File: config.mk
export PLATFORM = sky130hd
export DESIGN_NAME = xout_change_capture
export DESIGN_NICKNAME = d
export VERILOG_FILES = /design/src/rtl/xout_change_capture.sv
export SDC_FILE = /design/constraint.sdc
export NUM_CORES = 1
export LEC_CHECK = 0
export CAP_MARGIN = 20
export CORE_MARGIN = 2
export CORE_UTILIZATION = 50
export DETAILED_ROUTE_END_ITERATION = 10
export PLACE_DENSITY = 0.72
export SYNTH_ARGS = -nofsm -noshare
export SYNTH_HDL_FRONTEND = slang
export SYNTH_SLANG_ARGS = --single-unit
File: constraint.sdc
create_clock -name CLK -period 5.28 [get_ports CLK]
set_input_delay 1.056 -clock CLK [delete_from_list [all_inputs] [get_ports CLK]]
set_output_delay 1.056 -clock CLK [all_outputs]
set_load 0.01 [all_outputs]
File: src/rtl/xout_change_capture.sv
// xout_change_capture: samples XIN, queues each change in a FIFO and counts the pushes that overflow drops
module xout_change_capture #(
  parameter int WIDTH = 8,
  parameter int DEPTH = 4,
  parameter int CNTW  = 8
) (
  input  logic                     CLK,
  input  logic                     RESET,
  input  logic                     EN,
  input  logic [WIDTH-1:0]         XIN,
  output logic [WIDTH-1:0]         XOUT,
  output logic                     XOUT_VALID,
  input  logic                     XOUT_READY,
  output logic [$clog2(DEPTH):0]   LEVEL,
  output logic [CNTW-1:0]          DROPS
);
  localparam int AW = $clog2(DEPTH);
  localparam logic [AW:0] FULL_LVL = (AW+1)'(DEPTH);
  localparam logic [AW:0] ONE_LVL  = (AW+1)'(1);
  typedef enum logic [1:0] {IDLE, PRIME, TRACK} state_t;
  state_t           state;
  logic [WIDTH-1:0] mem [DEPTH];
  logic [WIDTH-1:0] last;
  logic [AW-1:0]    rd, wr;
  logic             pop, push_req, push, full;
  // a full FIFO still takes a push when the head leaves at the same edge
  always_comb begin
    pop      = XOUT_VALID && XOUT_READY;
    full     = LEVEL == FULL_LVL;
    push_req = EN && (state == PRIME || (state == TRACK && XIN != last));
    push     = push_req && (!full || pop);
  end
  assign XOUT_VALID = LEVEL != '0;
  // capture FSM: EN low always returns to IDLE so re-enabling re-primes
  always_ff @(posedge CLK) begin
    if (RESET) begin
      state <= IDLE;
      last  <= '0;
    end else if (!EN) begin
      state <= IDLE;
    end else begin
      state <= state == IDLE ? PRIME : TRACK;
      if (state != IDLE) last <= XIN;
    end
  end
  // storage array needs no reset; occupancy alone decides what is valid
  always_ff @(posedge CLK) begin
    if (push) mem[wr] <= XIN;
  end
  // pointers, exact occupancy, registered head and saturating drop counter
  always_ff @(posedge CLK) begin
    if (RESET) begin
      rd    <= '0;
      wr    <= '0;
      LEVEL <= '0;
      XOUT  <= '0;
      DROPS <= '0;
    end else begin
      if (push) wr <= wr + AW'(1);
      if (pop) rd <= rd + AW'(1);
      LEVEL <= LEVEL + (AW+1)'(push) - (AW+1)'(pop);
      if (pop && LEVEL > ONE_LVL) XOUT <= mem[rd + AW'(1)];
      else if (push && (LEVEL == '0 || (pop && LEVEL == ONE_LVL))) XOUT <= XIN;
      if (push_req && full && !pop && DROPS != '1) DROPS <= DROPS + CNTW'(1);
    end
  end
endmodule
==> key figures <==
Timing
  – Least-Margin Pin Slew: 879 ps
  – Worst slew margin: 41.1%
  – Final Skew: 8.00 ps
  – Peak Freq: 0.273 GHz
  – Endpoints failing setup: 0
  – Setup TNS: 0 ps
  – RSZ-0062 raised after global routing: false
  – Endpoints failing hold: 0
  – Slew Limit Fails: 0
  – Shortest period the worst path allows: 3660 ps
  – Period utilization: 69.3%

Global route
  – Initial antenna violation count: 0
  – Global Route Usage Sum: 19.5%
  – Pin count of the biggest net entering global routing: 35
  – Grt total ovfl: 0
  – First-pass GRT wire length: 9.26 mm
  – Number of global-route vias before repair: 1889

Yosys
  – Share of the yosys chip area belonging to registers: 54.2%
  – Synth area leaders: edfxtp_1, dfxtp_1, mux4_2, o211ai_1, ha_1
  – Netlist Area Pre-Place: 2990 um2
  – Synth cell count leaders: dfxtp_1, edfxtp_1, nor2_1
  – Syn_nets: 256
  – Most common cell in the netlist: dfxtp_1
  – Library cells used by synthesis: 40
  – Syn Inst Count: 235
  – Post-synth ARST share: 0%
  – EDFF count, synth: 32
  – Avg Cell Area, Syn: 12.7 um2
  – Most used DFF post-synth: dfxtp_1
  – Synth top area share: 32.1%
  – Cell accounting for the most synthesized area: edfxtp_1
  – Synth Register Bits: 65
  – Synth Warn #: 0

Setup path
  – CP Launch Type: input port
  – Crit. End Element: register
  – CP top delay family: simple AND/OR/NAND/NOR gates
  – Worst path most repeated cell: inv_1
  – Buffer and inverter count on the worst path: 4
  – Worst path required time: 5500 ps
  – CP max stage cell: clkdlybuf4s50_1
  – CP cell instances: clkdlybuf4s50_1 > xor2_1 > nor3_1 > and3_1 > nor3b_4 > inv_1 > ha_1 > inv_1 > ha_1 > inv_1 > fa_1 > xnor2_1 > nor2_1
  – Crit path DAT: 3870 ps
  – Crit-path max FO: 9
  – Highest cell delay on the worst timing path: 550 ps
  – Critical path class: in2reg

Route
  – First-pass iteration count of the detailed router: 4
  – Wirelength per Cell: 16.5 um
  – DR vias/cell: 5.53
  – DR vias: 1930
  – DR DRC count: 0
  – DR iter-0 viols: 68
  – Routed WL: 5.74 mm
  – Antenna Violating Nets Remaining: 0

Floorplanning
  – Row cnt: 28
  – DIE AREA: 6620 um2
  – I/O Pins: 32
  – CORE AREA: 5850 um2
  – Die Span Y: 81.4 um
  – Initial core utilization: 51.2%
  – Die Width: 81.4 um

Worst hold path
  – Worst hold path class: reg2reg

Placed design
  – Hpwl dp: 3.95 mm
  – I/O Buffers: 31
  – Gp weighted congestion: 0.778

CTS
  – Clock transition at the registers of the reported paths: 70 ps
  – TritonCTS clock tree: built
  – CTS sink count: 65
  – Clk Latency, worst-skew pair: 340 ps
  – Post-CTS Setup Bufs: 0
  – Clock root buffer: clkbuf_8
  – Clock Path Buffers: 2
  – Post-CTS sizing: 0
  – Hold_buf cts: 0
  – Total CTS buffers: 9
  – H-tree levels: 3

Power and ir drop
  – Peak supply drop: 0.153 mV
  – Lkg Pwr: 1.30 nW
  – Design Power: 1.28 mW
  – Power per cell area: 363 nW/um2

Finish
  – Area growth, synth to finish: 18.1%
  – Share of cells above drive strength 1: 16.1%
  – # diodes: 0
  – Nets: 290

Outcome
  – Status: complete, no violations

Run
  – MaxCap Viol Count: 0
==> worst min-delay path, stage by stage (launching register included) <==
cell and delay [ps]:
dfxtp_1 310, o211ai_1 80, a21oi_1 60
==> cell type report <==
cell class | instances | area (um2)
Clock inverter | 7 | 61.3
Multi-Input combinational cell | 150 | 1270
Tap cell | 75 | 93.8
Sequential cell | 65 | 1620
Clock buffer | 9 | 124
Timing Repair Buffer | 32 | 318
Inverter | 11 | 41.3
Fill cell | 478 | 2320
==> final timing paths <==
path	start	to	slack [ps]	cells after the start
hold / removal	XOUT[3]	XOUT[3]	500	2
hold reg to reg	XOUT[3]	XOUT[3]	500	2
setup reg to reg	last[4]	LEVEL[2]	2640	12
setup / recovery	XIN[4]	LEVEL[2]	1620	13
==> cell families (layout without fill, tap and decap cells) <==
kind of cell               Yosys count  count (layout)  synth area share [%]
DFF                                 65              65                  54.2
and+or+nand+nor                     63              63                  11.6
AOI/OAI and AO/OA                   36              36                  9.36
muxes                               30              30                  14.1
buffers and inverters               20              59                  3.26
xor gates and xnor gates            12              12                  3.51
adders and majority gates            9               9                  4.01
==> flip-flops by register name, indices dropped and copies added, names as in the netlist <==
name	flops
DROPS	8
LEVEL	3
XOUT	8
last	8
mem	32
rd	2
state	2
wr	2
==> per-stage QoR <==
stage | util, % | worst slack [ps] | instances | area, um2 | hold WS, ps
final | 60.4 | 1620 | 349 | 3530 | 496
after global routing | 60.4 | 1380 | 349 | 3530 | 526
after CTS | 60.4 | 1600 | 349 | 3530 | 500
after detailed placement | 57.2 | 1250 | 333 | 3350 | 491
after global placement | 57.2 | 1330 | 333 | 3350 | 485
after floorplan | - | 2140 | 235 | 2990 | 468
==> cell usage in the layout, fill, tap and decap left out, types with 2 or more instances in the layout <==
cell             instances
mux2i_1                 10
a21oi_1                 11
dfxtp_1                 33
clkinv_2                 4
inv_1                   11
xnor2_1                  2
clkbuf_8                 9
nand3_1                  3
mux2_4                   2
mux2_1                   3
a31o_2                   2
nand3b_1                 2
o211ai_1                16
nand2_1                  9
ha_1                     8
mux2_2                   7
mux4_2                   8
clkdlybuf4s50_1         31
and3_1                   6
nor2_1                  22
nor2b_1                  4
and2_1                   7
nor3_1                   2
edfxtp_1                32
nand4_1                  2
xor2_1                  10
==> where the power goes <==
group	switching, mW	leakage (nW)	internal (mW)	total (mW)
combinational	0.125	0.649	0.155	0.280
clock	0.184	0.0962	0.213	0.397
sequential	0.0446	0.557	0.563	0.608
total	0.354	1.30	0.931	1.28
==> layer usage <==
metal / global-route usage, % / vias to the layer above / routed length (um)
met2: 31.5 / 41 / 2860
met4: 10.3 / 0 / 99
li1: - / 933 / -
met3: 4.33 / 8 / 207
met5: 0 / - / 0
met1: 24.3 / 948 / 2580
Power figures use the tool's default switching activity.
